<file path="config.mk">
export PLATFORM = sky130hd
export DESIGN_NAME = input_port_router
export DESIGN_NICKNAME = d
export VERILOG_FILES = /design/src/rtl/input_port_router_pkg.sv /design/src/rtl/input_port_router_flit_fifo.sv /design/src/rtl/input_port_router.sv
export SDC_FILE = /design/constraint.sdc
export NUM_CORES = 1
export LEC_CHECK = 0
export BUFFER_PORTS_ARGS = -buffer_cell sky130_fd_sc_hd__buf_4
export CORE_MARGIN = 2
export CORE_UTILIZATION = 58
export CTS_CLUSTER_DIAMETER = 60
export DETAILED_ROUTE_END_ITERATION = 6
export PLACE_DENSITY = 0.79
export SLEW_MARGIN = 20
export SYNTH_ARGS = -nofsm -noshare
export SYNTH_HDL_FRONTEND = slang
export SYNTH_SLANG_ARGS = --single-unit
export TNS_END_PERCENT = 10
</file>
<file path="constraint.sdc">
create_clock -name clk -period 6.62 [get_ports clk]
set_clock_uncertainty 0.1 [all_clocks]
set_input_delay 0.993 -clock clk [delete_from_list [all_inputs] [get_ports clk]]
set_output_delay 0.993 -clock clk [all_outputs]
set_load 0.03 [all_outputs]
</file>
<file path="src/rtl/input_port_router_pkg.sv">
// Shared definitions for the router input port: default link widths,
// output-direction encoding and the flit field packing order.
package input_port_router_pkg;

   localparam int DEF_X_W    = 2;
   localparam int DEF_Y_W    = 2;
   localparam int DEF_BANK_W = 8;
   localparam int DEF_DATA_W = 32;
   localparam int NUM_DIRS   = 5;

   typedef enum logic [2:0] {
      DIR_NORTH = 3'd0,
      DIR_SOUTH = 3'd1,
      DIR_EAST  = 3'd2,
      DIR_WEST  = 3'd3,
      DIR_LOCAL = 3'd4
   } dirE;

   // Flit packing, MSB first: {dest, requester, read, write, data}.
   function automatic int flitWidth(input int xW, input int yW, input int bankW, input int dataW);
      return (xW + yW + bankW) + (xW + yW) + 2 + dataW;
   endfunction

endpackage

</file>
<file path="src/rtl/input_port_router_flit_fifo.sv">
// Circular flit buffer with synchronous write/read and asynchronous reset.
// Head entry is visible combinationally; a push into a full FIFO is ignored.
module flit_fifo #(
   parameter int WIDTH = 50,
   parameter int DEPTH = 4
) (
   input  logic             clk,
   input  logic             reset,
   input  logic             pushEn,
   input  logic             popEn,
   input  logic [WIDTH-1:0] pushData,
   output logic [WIDTH-1:0] headData,
   output logic             full,
   output logic             empty
);

   localparam int PTR_W = $clog2(DEPTH);

   logic [WIDTH-1:0] mem [DEPTH];
   logic [PTR_W-1:0] wrPtr;
   logic [PTR_W-1:0] rdPtr;
   logic [PTR_W:0]   count;
   logic             doPush;
   logic             doPop;

   assign full     = (count == (PTR_W+1)'(DEPTH));
   assign empty    = (count == '0);
   assign doPush   = pushEn && !full;
   assign doPop    = popEn && !empty;
   assign headData = mem[rdPtr];

   // DEPTH is a power of two, so the pointers wrap by plain overflow.
   always_ff @(posedge clk or posedge reset) begin
      if (reset) begin
         wrPtr <= '0;
         rdPtr <= '0;
         count <= '0;
      end else begin
         if (doPush) wrPtr <= wrPtr + 1'b1;
         if (doPop)  rdPtr <= rdPtr + 1'b1;
         count <= count + {{PTR_W{1'b0}}, doPush} - {{PTR_W{1'b0}}, doPop};
      end
   end

   always_ff @(posedge clk) begin
      if (doPush) mem[wrPtr] <= pushData;
   end

endmodule

</file>
<file path="src/rtl/input_port_router.sv">
// Receiving end of one router link: buffers request flits, XY-routes the head
// flit and holds its select bit towards one output arbiter until granted.
module input_port_router
   import input_port_router_pkg::*;
#(
   parameter int DEPTH  = 4,
   parameter int X_W    = DEF_X_W,
   parameter int Y_W    = DEF_Y_W,
   parameter int BANK_W = DEF_BANK_W,
   parameter int DATA_W = DEF_DATA_W,
   parameter int MY_X   = 0,
   parameter int MY_Y   = 0
) (
   input  logic                      clk,
   input  logic                      reset,
   input  logic [X_W+Y_W+BANK_W-1:0] destinationAddressIn,
   input  logic [X_W+Y_W-1:0]        requesterAddressIn,
   input  logic                      readIn,
   input  logic                      writeIn,
   input  logic [DATA_W-1:0]         dataIn,
   output logic                      portFull,
   output logic                      dropFlag,
   input  logic                      grant_NORTH,
   input  logic                      grant_SOUTH,
   input  logic                      grant_EAST,
   input  logic                      grant_WEST,
   input  logic                      grant_LOCAL,
   output logic                      selectBit_NORTH,
   output logic                      selectBit_SOUTH,
   output logic                      selectBit_EAST,
   output logic                      selectBit_WEST,
   output logic                      selectBit_LOCAL,
   output logic [X_W+Y_W+BANK_W-1:0] destinationAddressOut,
   output logic [X_W+Y_W-1:0]        requesterAddressOut,
   output logic                      readOut,
   output logic                      writeOut,
   output logic [DATA_W-1:0]         dataOut
);

   localparam int DEST_W = X_W + Y_W + BANK_W;
   localparam int NODE_W = X_W + Y_W;
   localparam int FLIT_W = flitWidth(X_W, Y_W, BANK_W, DATA_W);
   localparam logic [X_W-1:0] MY_X_C = X_W'(MY_X);
   localparam logic [Y_W-1:0] MY_Y_C = Y_W'(MY_Y);

   // Handshakes: on the link a flit is valid when readIn^writeIn and is taken
   // unless portFull; towards an arbiter selectBit is valid and grant is ready,
   // and the head pops at the edge where both are high.
   logic                pushValid;
   logic                malformed;
   logic                pushReq;
   logic                popReq;
   logic                fifoFull;
   logic                fifoEmpty;
   logic [FLIT_W-1:0]   inFlit;
   logic [FLIT_W-1:0]   headFlit;
   logic [DEST_W-1:0]   headDest;
   logic [NODE_W-1:0]   headReq;
   logic                headRead;
   logic                headWrite;
   logic [DATA_W-1:0]   headData;
   logic [X_W-1:0]      headX;
   logic [Y_W-1:0]      headY;
   dirE                 routeDir;
   logic [NUM_DIRS-1:0] selVec;
   logic [NUM_DIRS-1:0] grantVec;

   assign pushValid = readIn ^ writeIn;
   assign malformed = readIn & writeIn;
   assign pushReq   = pushValid & ~fifoFull;
   assign inFlit    = {destinationAddressIn, requesterAddressIn, readIn, writeIn, dataIn};

   flit_fifo #(
      .WIDTH (FLIT_W),
      .DEPTH (DEPTH)
   ) fifo (
      .clk      (clk),
      .reset    (reset),
      .pushEn   (pushReq),
      .popEn    (popReq),
      .pushData (inFlit),
      .headData (headFlit),
      .full     (fifoFull),
      .empty    (fifoEmpty)
   );

   assign {headDest, headReq, headRead, headWrite, headData} = headFlit;
   assign headX = headDest[DEST_W-1 -: X_W];
   assign headY = headDest[BANK_W+Y_W-1 -: Y_W];

   // XY order: resolve X completely before looking at Y.
   always_comb begin
      routeDir = DIR_LOCAL;
      if (headX > MY_X_C)      routeDir = DIR_EAST;
      else if (headX < MY_X_C) routeDir = DIR_WEST;
      else if (headY > MY_Y_C) routeDir = DIR_NORTH;
      else if (headY < MY_Y_C) routeDir = DIR_SOUTH;
   end

   always_comb begin
      selVec = '0;
      if (!fifoEmpty) selVec[routeDir] = 1'b1;
   end

   assign grantVec = {grant_LOCAL, grant_WEST, grant_EAST, grant_SOUTH, grant_NORTH};
   assign popReq   = |(selVec & grantVec);

   assign selectBit_NORTH = selVec[DIR_NORTH];
   assign selectBit_SOUTH = selVec[DIR_SOUTH];
   assign selectBit_EAST  = selVec[DIR_EAST];
   assign selectBit_WEST  = selVec[DIR_WEST];
   assign selectBit_LOCAL = selVec[DIR_LOCAL];

   // Payload is forced to zero when empty so stale buffer contents never leak.
   assign destinationAddressOut = fifoEmpty ? '0 : headDest;
   assign requesterAddressOut   = fifoEmpty ? '0 : headReq;
   assign readOut               = fifoEmpty ? 1'b0 : headRead;
   assign writeOut              = fifoEmpty ? 1'b0 : headWrite;
   assign dataOut               = fifoEmpty ? '0 : headData;
   assign portFull              = fifoFull;

   always_ff @(posedge clk or posedge reset) begin
      if (reset) begin
         dropFlag <= 1'b0;
      end else if (malformed || (pushValid && fifoFull)) begin
         dropFlag <= 1'b1;
      end
   end

endmodule

</file>
==> results of run 1 <==
[cell usage after synthesis, types with 2 or more instances]
cell / n / area, um2
edfxtp_1: 200 / 6006
and2_1: 54 / 337.8
mux4_2: 52 / 1171
clkbuf_1: 11 / 41.29
nor2_1: 9 / 33.78
dfrtp_1: 8 / 200.2
ha_1: 7 / 87.58
inv_1: 7 / 26.28
buf_4: 5 / 37.54
buf_2: 4 / 20.02
xnor2_1: 4 / 35.03
nand2_1: 2 / 7.510
[stage by stage]
| step | instances | util (%) |
|---|---|---|
| 2_1_floorplan | 380 | - |
| 3_3_place_gp | 653 | 66.24 |
| 3_5_place_dp | 653 | 66.24 |
| 4_1_cts | 687 | 70.64 |
| 5_1_grt | 688 | 70.84 |
| 6_report | 688 | 70.84 |
[area by class of cell]
type                            count  area, um2  share of cell area (%)
Clock inverter                     11      72.57                  0.7438
Sequential cell                   208       6211                   63.66
Inverter                            8      35.03                  0.3591
Clock buffer                       23      533.0                   5.463
Tap cell                          180      225.2                   2.308
Multi-Input combinational cell    143       1797                   18.41
Timing Repair Buffer              115      883.3                   9.054
[registers in the layout, indices dropped and copies added, names as in the netlist]
register	count
dropFlag	1
fifo.rdPtr	2
fifo.mem	200
fifo.wrPtr	2
fifo.count	3
[layer usage]
| metal | share of wire [%] | up-vias |
|---|---|---|
| li1 | - | 1735 |
| met1 | 40 | 1999 |
| met2 | 52 | 131 |
| met3 | 6.9 | 16 |
| met4 | 1.1 | 0 |
| met5 | 0 | - |
[worst paths after layout]
path / start / end / cells after the start
worst max-delay path: fifo.rdPtr[1]$_DFFE_PP0P_ / selectBit_EAST / 5
worst min-delay path: reset / dropFlag$_DFFE_PP0P_ / 2
worst max register to register: fifo.rdPtr[1]$_DFFE_PP0P_ / fifo.count[2]$_DFF_PP0_ / 11
worst min register to register: dropFlag$_DFFE_PP0P_ / dropFlag$_DFFE_PP0P_ / 1
max in group asynchronous: reset / fifo.rdPtr[0]$_DFFE_PP0P_ / 2
min in group clk: dropFlag$_DFFE_PP0P_ / dropFlag$_DFFE_PP0P_ / 1
[power by group]
part | switching [uW] | internal, uW | leakage (uW)
combinational | 1130 | 871 | 0.00120
sequential | 139 | 1750 | 0.00192
clock | 433 | 611 | 0.000300
total | 1700 | 3230 | 0.00342
[cell families after synthesis]
logic type	Yosys count
mux	53
buf+inv	29
flops	208
xor+xnor	5
other cells	1
simple gates	70
fa+ha+maj	8
compound gates	5
==> impl_metrics.prom, run 1 <==
# TYPE chip_impl_metric gauge
chip_impl_info{name="status",value="finished, final reports clean"} 1
chip_impl_info{name="synth_top_family_by_area",value="multiplexers"} 1
chip_impl_metric{name="first_global_vias",unit=""} 4134
chip_impl_metric{name="cts_max_level",unit=""} 1
chip_impl_metric{name="design_area",unit="um2"} 9757
chip_impl_metric{name="max_cap_violations",unit=""} 0
chip_impl_info{name="crit_path_cell_trace",value="buf_4, mux4_2, and2_1, or2_1, buf_4"} 1
chip_impl_metric{name="start_util",unit="%"} 59.08
chip_impl_info{name="startpoint_class",value="flop"} 1
chip_impl_info{name="critPathSlowestCell",value="dfrtp_2"} 1
chip_impl_metric{name="leakage",unit="uW"} 0.003421
chip_impl_metric{name="synthArstFlopShare",unit="%"} 3.846
chip_impl_metric{name="final.fill_count",unit=""} 891
chip_impl_metric{name="post_detailed_placement_half_perimeter_wirelength",unit="um"} 8512
chip_impl_info{name="timing.critical_path.to_type",value="primary output"} 1
chip_impl_metric{name="gr-usage-all-layers",unit="%"} 19.78
chip_impl_metric{name="timing.critical_path.required",unit="ns"} 5.53
chip_impl_metric{name="synth-warning-count",unit=""} 0
chip_impl_metric{name="clock_sinks",unit=""} 208
chip_impl_metric{name="io_buffers",unit=""} 109
chip_impl_metric{name="post_synth_fa_ha_maj_area_fraction",unit="%"} 1.322
chip_impl_metric{name="synth_xor_area_share",unit="%"} 0.5381
chip_impl_info{name="synth_flop_cell",value="edfxtp_1"} 1
chip_impl_metric{name="drt_iter0_drc",unit=""} 280
chip_impl_metric{name="holdBufCountCts",unit=""} 0
chip_impl_info{name="most_common_library_cell_in_the_layout_ignoring_fill_and_taps",value="edfxtp_1"} 1
chip_impl_metric{name="netlist_instances",unit=""} 379
chip_impl_metric{name="critical-path-max-stage-delay",unit="ns"} 0.83
chip_impl_metric{name="fp.dieW",unit="um"} 122.5
chip_impl_metric{name="grt.met2_usage",unit="%"} 33.68
chip_impl_metric{name="layout.nets",unit=""} 561
chip_impl_metric{name="powerDensity",unit="nW/um2"} 506.2
chip_impl_metric{name="setup_total_negative_slack",unit="ns"} 0
chip_impl_metric{name="hold_violations",unit=""} 0
chip_impl_metric{name="holdWs",unit="ns"} 0.3777
chip_impl_metric{name="placement_cell_area",unit="um2"} 9124
chip_impl_metric{name="cts.repair.resized",unit=""} 0
chip_impl_metric{name="period_needed",unit="ns"} 3.849
chip_impl_metric{name="clock.fmax",unit="MHz"} 259.8
chip_impl_info{name="globalRoute.busiestLayer",value="met2"} 1
chip_impl_metric{name="routed_via_count",unit=""} 3881
chip_impl_info{name="clock-root-buffer",value="clkbuf_16"} 1
chip_impl_metric{name="synthSimpleGateAreaFrac",unit="%"} 5.058
chip_impl_metric{name="design_power_total",unit="uW"} 4939
chip_impl_metric{name="critPathBufInv",unit=""} 2
chip_impl_info{name="timing.critical_path.mode_cell",value="buf_4"} 1
chip_impl_metric{name="routed_wire_length_per_instance",unit="um"} 21.07
chip_impl_metric{name="ff2ff_setup_slack",unit="ns"} 3.11
chip_impl_metric{name="timing.final.crit_share",unit="%"} 58.15
chip_impl_metric{name="place_ws",unit="ns"} 3.075
chip_impl_metric{name="post-cts-setup-buffer-count",unit=""} 0
chip_impl_metric{name="floorplan.io_pins",unit=""} 114
chip_impl_metric{name="grt.met1_usage",unit="%"} 26.50
chip_impl_metric{name="clock_latency_of_the_later_clocked_register_in_the_worst_skew_pair",unit="ns"} 0.47
chip_impl_metric{name="dieArea",unit="um2"} 14990
chip_impl_metric{name="crit_fanout",unit=""} 27
chip_impl_metric{name="timing.final.max_slew_violations",unit=""} 0
chip_impl_metric{name="cp_data_arrival_time",unit="ns"} 2.76
chip_impl_metric{name="cts.reportedPaths.clkPinSlew",unit="ns"} 0.06
chip_impl_info{name="final_cell_mix",value="edfxtp_1 (200), buf_4 (114), mux4_2 (52), and2_1 (50), clkbuf_16 (21)"} 1
chip_impl_metric{name="timing.final.setup_violations",unit=""} 0
chip_impl_metric{name="grt_pass1_wl",unit="um"} 22110
chip_impl_metric{name="synth_enable_flop_cells",unit=""} 200
chip_impl_metric{name="ant_nets",unit=""} 0
chip_impl_metric{name="syn_to_final_growth",unit="%"} 19.90
chip_impl_metric{name="antenna_found_initial",unit=""} 0
chip_impl_metric{name="routed_wirelength",unit="um"} 14500
chip_impl_info{name="min-delay-path-class",value="input pin to asynchronous set/reset pin"} 1
chip_impl_info{name="timing.critical_path.max_delay_family",value="flip-flops"} 1
chip_impl_metric{name="grt_remaining_overflow",unit=""} 0
chip_impl_metric{name="die_h",unit="um"} 122.5
chip_impl_metric{name="synth.lib_cells_used.distinct",unit=""} 28
chip_impl_metric{name="syn_avg_cell_area",unit="um2"} 21.47
chip_impl_metric{name="cts_buffer_depth",unit=""} 3
chip_impl_metric{name="synthesized_area_fraction_occupied_by_ao_oa_aoi_and_oai_cells",unit="%"} 0.4305
chip_impl_info{name="worstSetupPathType",value="flop to primary output"} 1
chip_impl_metric{name="vdd_ir_drop_max",unit="mV"} 0.3787
chip_impl_metric{name="fp.coreArea",unit="um2"} 13770
chip_impl_metric{name="yosys_register_bits",unit=""} 208
chip_impl_metric{name="worst_slew_margin_rel",unit="%"} 37.70
chip_impl_metric{name="ys_seq_area_share",unit="%"} 76.26
chip_impl_metric{name="std_cell_rows",unit=""} 43
chip_impl_metric{name="syn-cell-area",unit="um2"} 8138
chip_impl_info{name="tritoncts",value="done"} 1
chip_impl_metric{name="globalplace.congestion",unit=""} 0.6990
chip_impl_metric{name="insertedDiodeCount",unit=""} 0
chip_impl_metric{name="met3_usage",unit="%"} 4.368
chip_impl_info{name="unrepaired_setup_endpoints_after_global_routing",value="false"} 1
chip_impl_metric{name="tightestPinTransition",unit="ns"} 0.9344
chip_impl_metric{name="drc",unit=""} 0
chip_impl_metric{name="synth_mux_area_share",unit="%"} 14.56
chip_impl_metric{name="post_route_cells_drive_above_1_share",unit="%"} 39.96
chip_impl_metric{name="firstDrtPassIters",unit=""} 4
chip_impl_metric{name="worst_slack",unit="ns"} 2.771
chip_impl_metric{name="grt_start_max_net_pins",unit=""} 54
chip_impl_metric{name="numCtsBuffers",unit=""} 20
chip_impl_metric{name="number_of_vias_per_cell",unit=""} 5.641
No activity file was read; power rests on OpenSTA's default activity.
==> run 2: changes to the inputs <==
--- a/config.mk
+++ b/config.mk
@@ -7,10 +7,10 @@
 export LEC_CHECK = 0
 export BUFFER_PORTS_ARGS = -buffer_cell sky130_fd_sc_hd__buf_4
 export CORE_MARGIN = 2
-export CORE_UTILIZATION = 58
+export CORE_UTILIZATION = 57
 export CTS_CLUSTER_DIAMETER = 60
 export DETAILED_ROUTE_END_ITERATION = 6
-export PLACE_DENSITY = 0.79
+export PLACE_DENSITY = 0.77
 export SLEW_MARGIN = 20
 export SYNTH_ARGS = -nofsm -noshare
 export SYNTH_HDL_FRONTEND = slang
==> constraint.sdc (replaced) <==
create_clock -name clk -period 3.95 [get_ports clk]
set_clock_uncertainty 0.1 [all_clocks]
set_input_delay 0.5925 -clock clk [delete_from_list [all_inputs] [get_ports clk]]
set_output_delay 0.5925 -clock clk [all_outputs]
set_load 0.03 [all_outputs]
==> impl_metrics.prom, run 2 (synthesis results as in run 1) <==
# TYPE chip_impl_metric gauge
chip_impl_info{name="status",value="finished, final reports clean"} 1
chip_impl_metric{name="cts.reportedPaths.clkPinSlew",unit="ns"} 0.06
chip_impl_metric{name="place_ws",unit="ns"} 1.037
chip_impl_metric{name="insertedDiodeCount",unit=""} 0
chip_impl_metric{name="hold_violations",unit=""} 0
chip_impl_metric{name="vdd_ir_drop_max",unit="mV"} 0.5829
chip_impl_metric{name="worst_slew_margin_rel",unit="%"} 62.06
chip_impl_metric{name="routed_via_count",unit=""} 3917
chip_impl_metric{name="placed_cells_incl_taps",unit=""} 661
chip_impl_info{name="crit_path_cell_trace",value="buf_4, mux4_2, and2_1, or2_1, buf_4"} 1
chip_impl_metric{name="clock_sinks",unit=""} 208
chip_impl_metric{name="numCtsBuffers",unit=""} 20
chip_impl_metric{name="layout.cells.non_filler",unit=""} 698
chip_impl_metric{name="max_cap_violations",unit=""} 0
chip_impl_info{name="timing.critical_path.max_delay_family",value="buffers and inverters"} 1
chip_impl_metric{name="std_cell_rows",unit=""} 43
chip_impl_info{name="timing.critical_path.mode_cell",value="buf_4"} 1
chip_impl_metric{name="routed_wire_length_per_instance",unit="um"} 20.16
chip_impl_metric{name="ant_nets",unit=""} 0
chip_impl_metric{name="fp.coreArea",unit="um2"} 13930
chip_impl_metric{name="timing.critical_path.required",unit="ns"} 3.26
chip_impl_metric{name="critical-path-max-stage-delay",unit="ns"} 0.57
chip_impl_metric{name="globalplace.congestion",unit=""} 0.7145
chip_impl_metric{name="antenna_found_initial",unit=""} 0
chip_impl_metric{name="fp.dieW",unit="um"} 123.5
chip_impl_metric{name="drc",unit=""} 0
chip_impl_metric{name="critPathBufInv",unit=""} 2
chip_impl_metric{name="netSwitchingPower",unit="uW"} 2865
chip_impl_metric{name="tightestPinTransition",unit="ns"} 0.5691
chip_impl_metric{name="number_of_vias_per_cell",unit=""} 5.612
chip_impl_metric{name="crit_fanout",unit=""} 28
chip_impl_info{name="most_common_library_cell_in_the_layout_ignoring_fill_and_taps",value="edfxtp_1"} 1
chip_impl_info{name="unrepaired_setup_endpoints_after_global_routing",value="false"} 1
chip_impl_metric{name="cts_max_level",unit=""} 1
chip_impl_metric{name="syn_to_final_growth",unit="%"} 20.51
chip_impl_metric{name="worst_slack",unit="ns"} 0.6594
chip_impl_metric{name="timing.final.crit_share",unit="%"} 83.31
chip_impl_metric{name="grt_pass1_wl",unit="um"} 21980
chip_impl_metric{name="setup_total_negative_slack",unit="ns"} 0
chip_impl_metric{name="cts_buffer_depth",unit=""} 3
chip_impl_metric{name="first_global_vias",unit=""} 4072
chip_impl_metric{name="dieArea",unit="um2"} 15250
chip_impl_metric{name="leakage",unit="uW"} 0.003450
chip_impl_metric{name="io_buffers",unit=""} 109
chip_impl_metric{name="placement_cell_area",unit="um2"} 9209
chip_impl_metric{name="design_area",unit="um2"} 9807
chip_impl_info{name="critPathSlowestCell",value="mux4_2"} 1
chip_impl_metric{name="post_detailed_placement_half_perimeter_wirelength",unit="um"} 8733
chip_impl_metric{name="combPwrFrac",unit="%"} 42.2
chip_impl_info{name="timing.critical_path.to_type",value="primary output"} 1
chip_impl_metric{name="timing.final.setup_violations",unit=""} 0
chip_impl_metric{name="post_route_cells_drive_above_1_share",unit="%"} 40.54
chip_impl_metric{name="clock.fmax",unit="MHz"} 303.9
chip_impl_metric{name="grt_start_max_net_pins",unit=""} 35
chip_impl_info{name="tritoncts",value="done"} 1
chip_impl_metric{name="power.clock.fraction",unit="%"} 20.6
chip_impl_metric{name="largest_register_ffs",unit=""} 200
chip_impl_metric{name="routed_wirelength",unit="um"} 14070
chip_impl_info{name="clock-root-buffer",value="clkbuf_16"} 1
chip_impl_metric{name="powerDensity",unit="nW/um2"} 841.3
chip_impl_metric{name="grt_remaining_overflow",unit=""} 0
chip_impl_info{name="min-delay-path-class",value="input pin to flop"} 1
chip_impl_metric{name="cp_data_arrival_time",unit="ns"} 2.60
chip_impl_metric{name="die_h",unit="um"} 123.5
chip_impl_info{name="startpoint_class",value="flop"} 1
chip_impl_metric{name="timing.final.max_slew_violations",unit=""} 0
chip_impl_metric{name="cts.repair.resized",unit=""} 0
chip_impl_info{name="worstSetupPathType",value="flop to primary output"} 1
chip_impl_metric{name="met3RoutedLength",unit="um"} 1027
chip_impl_info{name="final_cell_mix",value="edfxtp_1 (200), buf_4 (120), mux4_2 (52), and2_1 (50), clkbuf_16 (21)"} 1
chip_impl_metric{name="drt_iter0_drc",unit=""} 203
chip_impl_metric{name="holdWs",unit="ns"} 0.2098
chip_impl_metric{name="layout.nets",unit=""} 569
chip_impl_metric{name="clock_latency_of_the_later_clocked_register_in_the_worst_skew_pair",unit="ns"} 0.48
chip_impl_info{name="biggestRegsByFlops",value="fifo.mem x200, fifo.count x3"} 1
chip_impl_metric{name="pwr-share-seq",unit="%"} 37.2
chip_impl_info{name="dr.max_layer_used",value="met4"} 1
chip_impl_info{name="registers.top_by_ff_count",value="fifo.mem"} 1
chip_impl_metric{name="firstDrtPassIters",unit=""} 4
chip_impl_metric{name="floorplan.io_pins",unit=""} 114
chip_impl_metric{name="period_needed",unit="ns"} 3.291
chip_impl_metric{name="gr-usage-all-layers",unit="%"} 19.41
chip_impl_metric{name="start_util",unit="%"} 58.40
chip_impl_metric{name="intPower",unit="uW"} 5385
chip_impl_metric{name="switching_share",unit="%"} 34.73
chip_impl_metric{name="dr_wl_met2",unit="um"} 6846
chip_impl_metric{name="detail_route.wirelength.met1",unit="um"} 6025
[run 2: power by group through the flow]
stage	Clock (uW)	Combinational, uW	Sequential (uW)
detailed placement	0	3530	3120
CTS	1730	3560	3080
global route	1820	3740	3110
floorplan	0	2420	3060
global placement	0	3490	3080
finish	1700	3480	3070
[run 2: repair_timing]
| action | 4_1_cts | 5_1_grt |
|---|---|---|
| buffers inserted | 0 | 0 |
| endpoints found under the hold margin | 8 | 0 |
| endpoints found under the setup margin | 0 | 0 |
| hold buffers | 1 | 0 |
[run 2: layer usage]
metal	GRT usage, %	vias up
met2	31.35	128
met3	4.613	16
met5	0	-
li1	-	1750
met4	4.332	0
met1	27.50	2023
[run 2: cell type report]
| class | instances | area (um2) |
|---|---|---|
| timing repair buffer | 123 | 950.9 |
| multi-input combinational | 143 | 1797 |
| inverter | 8 | 35.03 |
| clock buffer | 26 | 544.3 |
| tap | 180 | 225.2 |
| clock inverter | 10 | 43.79 |
| sequential | 208 | 6211 |
| fill | 841 | 4128 |
[run 2: final timing paths]
path                                                start                   endpoint  slack, ns  cells past startpoint
min in group asynchronous                           reset    fifo.count[0]$_DFF_PP0_       0.55                      3
worst max register to register  fifo.rdPtr[0]$_DFFE_PP0P_    fifo.count[2]$_DFF_PP0_       1.03                     11
worst max-delay path            fifo.rdPtr[0]$_DFFE_PP0P_             selectBit_EAST       0.66                      5
worst min register to register       dropFlag$_DFFE_PP0P_       dropFlag$_DFFE_PP0P_       0.42                      1
max in group asynchronous                           reset  fifo.rdPtr[1]$_DFFE_PP0P_       2.92                      3
worst min-delay path                           dataIn[14]  fifo.mem[2][14]$_DFFE_PP_       0.21                      1
[run 2: stage by stage]
stage	utilization (%)	power (uW)
floorplan	-	5483
global placement	66.09	6576
detailed placement	66.09	6652
CTS	70.38	8365
global route	70.38	8673
finish	70.38	8250
[run 2: worst register-to-register path: stages (launching register included)]
cell	delay, ns
dfrtp_4	0.51
inv_6	0.08
mux4_2	0.54
mux2i_2	0.26
a21oi_2	0.11
ha_1	0.30
inv_1	0.06
ha_1	0.12
inv_1	0.05
fa_1	0.38
xnor2_1	0.17
xnor2_1	0.15
==> run 3: changes to the inputs <==
--- a/config.mk
+++ b/config.mk
@@ -7,10 +7,10 @@
 export LEC_CHECK = 0
 export BUFFER_PORTS_ARGS = -buffer_cell sky130_fd_sc_hd__buf_4
 export CORE_MARGIN = 2
-export CORE_UTILIZATION = 57
+export CORE_UTILIZATION = 51
 export CTS_CLUSTER_DIAMETER = 60
 export DETAILED_ROUTE_END_ITERATION = 6
-export PLACE_DENSITY = 0.77
+export PLACE_DENSITY = 0.73
 export SLEW_MARGIN = 20
 export SYNTH_ARGS = -nofsm -noshare
 export SYNTH_HDL_FRONTEND = slang
==> constraint.sdc (replaced) <==
create_clock -name clk -period 2.82 [get_ports clk]
set_clock_uncertainty 0.1 [all_clocks]
set_input_delay 0.423 -clock clk [delete_from_list [all_inputs] [get_ports clk]]
set_output_delay 0.423 -clock clk [all_outputs]
set_load 0.03 [all_outputs]
==> impl_metrics.prom, run 3 (synthesis results as in run 1) <==
# TYPE chip_impl_metric gauge
chip_impl_metric{name="met3_usage",unit="%"} 4.592
chip_impl_metric{name="dieArea",unit="um2"} 16980
chip_impl_info{name="status",value="finished, violations left"} 1
chip_impl_metric{name="grt_remaining_overflow",unit=""} 0
chip_impl_metric{name="design_area",unit="um2"} 10160
chip_impl_metric{name="place_ws",unit="ns"} -0.02937
chip_impl_metric{name="timing.critical_path.required",unit="ns"} 3.09
chip_impl_metric{name="final.fill_count",unit=""} 1101
chip_impl_metric{name="grt_pass1_wl",unit="um"} 22810
chip_impl_metric{name="post_route_cells_drive_above_1_share",unit="%"} 42.99
chip_impl_metric{name="largest_register_ffs",unit=""} 200
chip_impl_metric{name="firstDrtPassIters",unit=""} 5
chip_impl_metric{name="layout.nets",unit=""} 578
chip_impl_metric{name="first_global_vias",unit=""} 4214
chip_impl_metric{name="globalplace.congestion",unit=""} 0.7240
chip_impl_metric{name="vdd_ir_drop_max",unit="mV"} 0.7259
chip_impl_metric{name="holdWs",unit="ns"} 0.02947
chip_impl_metric{name="drt_iter0_drc",unit=""} 257
chip_impl_metric{name="critical-path-max-stage-delay",unit="ns"} 0.54
chip_impl_metric{name="io_buffers",unit=""} 109
chip_impl_metric{name="worst_slack",unit="ns"} -0.005571
chip_impl_metric{name="routed_wirelength",unit="um"} 14710
chip_impl_metric{name="placement_cell_area",unit="um2"} 9311
chip_impl_info{name="startpoint_class",value="flop"} 1
chip_impl_metric{name="routed_via_count",unit=""} 3950
chip_impl_metric{name="critPathBufInv",unit=""} 3
chip_impl_metric{name="grt.met1_usage",unit="%"} 22.99
chip_impl_info{name="timing.critical_path.to_type",value="flop"} 1
chip_impl_info{name="clock-root-buffer",value="clkbuf_16"} 1
chip_impl_info{name="registers.top_by_ff_count",value="fifo.mem"} 1
chip_impl_metric{name="clock.fmax",unit="MHz"} 353.9
chip_impl_metric{name="routed_wire_length_per_instance",unit="um"} 19.78
chip_impl_metric{name="grt.met2_usage",unit="%"} 31.35
chip_impl_metric{name="syn_to_final_growth",unit="%"} 24.81
chip_impl_info{name="violations",value="negative setup slack"} 1
chip_impl_metric{name="setup_total_negative_slack",unit="ns"} -0.005571
chip_impl_info{name="worstSetupPathType",value="flop to flop"} 1
chip_impl_info{name="timing.critical_path.max_delay_family",value="multiplexers"} 1
chip_impl_metric{name="fp.coreArea",unit="um2"} 15710
chip_impl_metric{name="numCtsBuffers",unit=""} 22
chip_impl_metric{name="period_needed",unit="ns"} 2.826
chip_impl_metric{name="antenna_found_initial",unit=""} 0
chip_impl_metric{name="grt_start_max_net_pins",unit=""} 53
chip_impl_info{name="crit_path_cell_trace",value="inv_6, mux4_2, mux2i_2, a21oi_2, ha_1, inv_1, ha_1, inv_1, fa_2, xnor2_2, xnor2_1"} 1
chip_impl_info{name="unrepaired_setup_endpoints_after_global_routing",value="true"} 1
chip_impl_metric{name="cts.reportedPaths.clkPinSlew",unit="ns"} 0.06
chip_impl_metric{name="std_cell_rows",unit=""} 46
chip_impl_info{name="tritoncts",value="done"} 1
chip_impl_metric{name="ant_nets",unit=""} 0
chip_impl_info{name="biggestRegsByFlops",value="fifo.mem x200, fifo.count x3"} 1
chip_impl_metric{name="timing.final.max_slew_violations",unit=""} 0
chip_impl_metric{name="cts_buffer_depth",unit=""} 3
chip_impl_metric{name="leakage",unit="uW"} 0.003593
chip_impl_metric{name="gr-usage-all-layers",unit="%"} 18.15
chip_impl_info{name="globalRoute.busiestLayer",value="met2"} 1
chip_impl_metric{name="drc",unit=""} 0
chip_impl_info{name="critPathSlowestCell",value="mux4_2"} 1
chip_impl_metric{name="clock_latency_of_the_later_clocked_register_in_the_worst_skew_pair",unit="ns"} 0.49
chip_impl_metric{name="insertedDiodeCount",unit=""} 0
chip_impl_metric{name="tightestPinTransition",unit="ns"} 0.5079
chip_impl_metric{name="crit_fanout",unit=""} 3
chip_impl_metric{name="timing.final.setup_violations",unit=""} 1
chip_impl_info{name="min-delay-path-class",value="input pin to flop"} 1
chip_impl_metric{name="sequential_cell_area",unit="um2"} 6212
chip_impl_metric{name="powerDensity",unit="nW/um2"} 1207
chip_impl_metric{name="hold_violations",unit=""} 0
chip_impl_metric{name="total_area_of_multi_input_combinational_cells",unit="um2"} 1817
chip_impl_metric{name="max_cap_violations",unit=""} 0
chip_impl_metric{name="worst_slew_margin_rel",unit="%"} 66.07
chip_impl_metric{name="clock_sinks",unit=""} 208
chip_impl_metric{name="cp_data_arrival_time",unit="ns"} 3.10
chip_impl_metric{name="cts_max_level",unit=""} 1
chip_impl_metric{name="start_util",unit="%"} 51.79
chip_impl_metric{name="floorplan.io_pins",unit=""} 114
chip_impl_metric{name="timing.final.crit_share",unit="%"} 100.2
chip_impl_metric{name="post_detailed_placement_half_perimeter_wirelength",unit="um"} 8476
chip_impl_info{name="final_cell_mix",value="edfxtp_1 (200), buf_4 (120), mux4_2 (52), and2_1 (48), clkbuf_16 (23)"} 1
chip_impl_metric{name="die_h",unit="um"} 130.3
chip_impl_info{name="most_common_library_cell_in_the_layout_ignoring_fill_and_taps",value="edfxtp_1"} 1
chip_impl_metric{name="number_of_vias_per_cell",unit=""} 5.309
chip_impl_metric{name="fp.dieW",unit="um"} 130.3
[run 3: changes by cell type in the layout (fill, tap and decap cells not counted), moves of 2 or more]
| cell | delta |
|---|---|
| clkbuf_16 | +2 |
| and2_4 | +2 |
| buf_12 | +3 |
| bufinv_16 | +2 |
| and2_1 | -2 |
| buf_16 | +3 |
[run 3: worst register-to-register path, delay by kind of cell (launching register included)]
kind,cells,cell delay [ns]
mux,2,0.78
xor+xnor,2,0.28
compound gates,1,0.10
flops,1,0.52
fa+ha+maj,3,0.75
buf+inv,3,0.18
[run 3: final timing paths]
kind	startpoint	to	slack, ns	depth (start not counted)
max reg2reg	fifo.rdPtr[0]$_DFFE_PP0P_	fifo.count[2]$_DFF_PP0_	-0.006	11
min reg2reg	dropFlag$_DFFE_PP0P_	dropFlag$_DFFE_PP0P_	0.41	1
min in group asynchronous	reset	fifo.rdPtr[0]$_DFFE_PP0P_	0.36	3
max in group asynchronous	reset	fifo.rdPtr[0]$_DFFE_PP0P_	1.99	3
min	dataIn[0]	fifo.mem[3][0]$_DFFE_PP_	0.03	1
max	fifo.rdPtr[0]$_DFFE_PP0P_	fifo.count[2]$_DFF_PP0_	-0.006	11
[run 3: area by class of cell]
type / count / area share [%]
flip-flops and latches: 208 / 61.16
repair buffers: 130 / 11.09
clock inverters: 12 / 1.047
multi-input cells: 143 / 17.89
inverters: 8 / 0.3449
well taps: 216 / 2.661
clock buffers: 27 / 5.814
[run 3: per-layer routing]
metal | wire (um) | share of wire (%)
met1 | 5914 | 40
met3 | 1075 | 7.3
met4 | 287 | 2.0
met5 | 0 | 0
met2 | 7436 | 51
[run 3: repair_timing]
item	4_1_cts	5_1_grt
gates cloned	2	0
pin swaps	4	2
endpoints found under the setup margin	46	5
resized for setup	12	2
buffers inserted	2	1
hold buffers	1	0
hold endpoints to repair	8	0
[run 3: power by group]
part | internal (uW) | switching (uW)
Combinational | 2360 | 2860
Sequential | 4110 | 189
Clock | 1660 | 1080
Total | 8130 | 4130
[run 3: per-stage QoR]
step | util [%] | instances | power (uW)
after floorplan | - | 380 | 7685
after global placement | 59.26 | 699 | 9309
after detailed placement | 59.26 | 699 | 9391
after CTS | 64.56 | 743 | 12410
after global routing | 64.64 | 744 | 12870
final | 64.64 | 744 | 12260
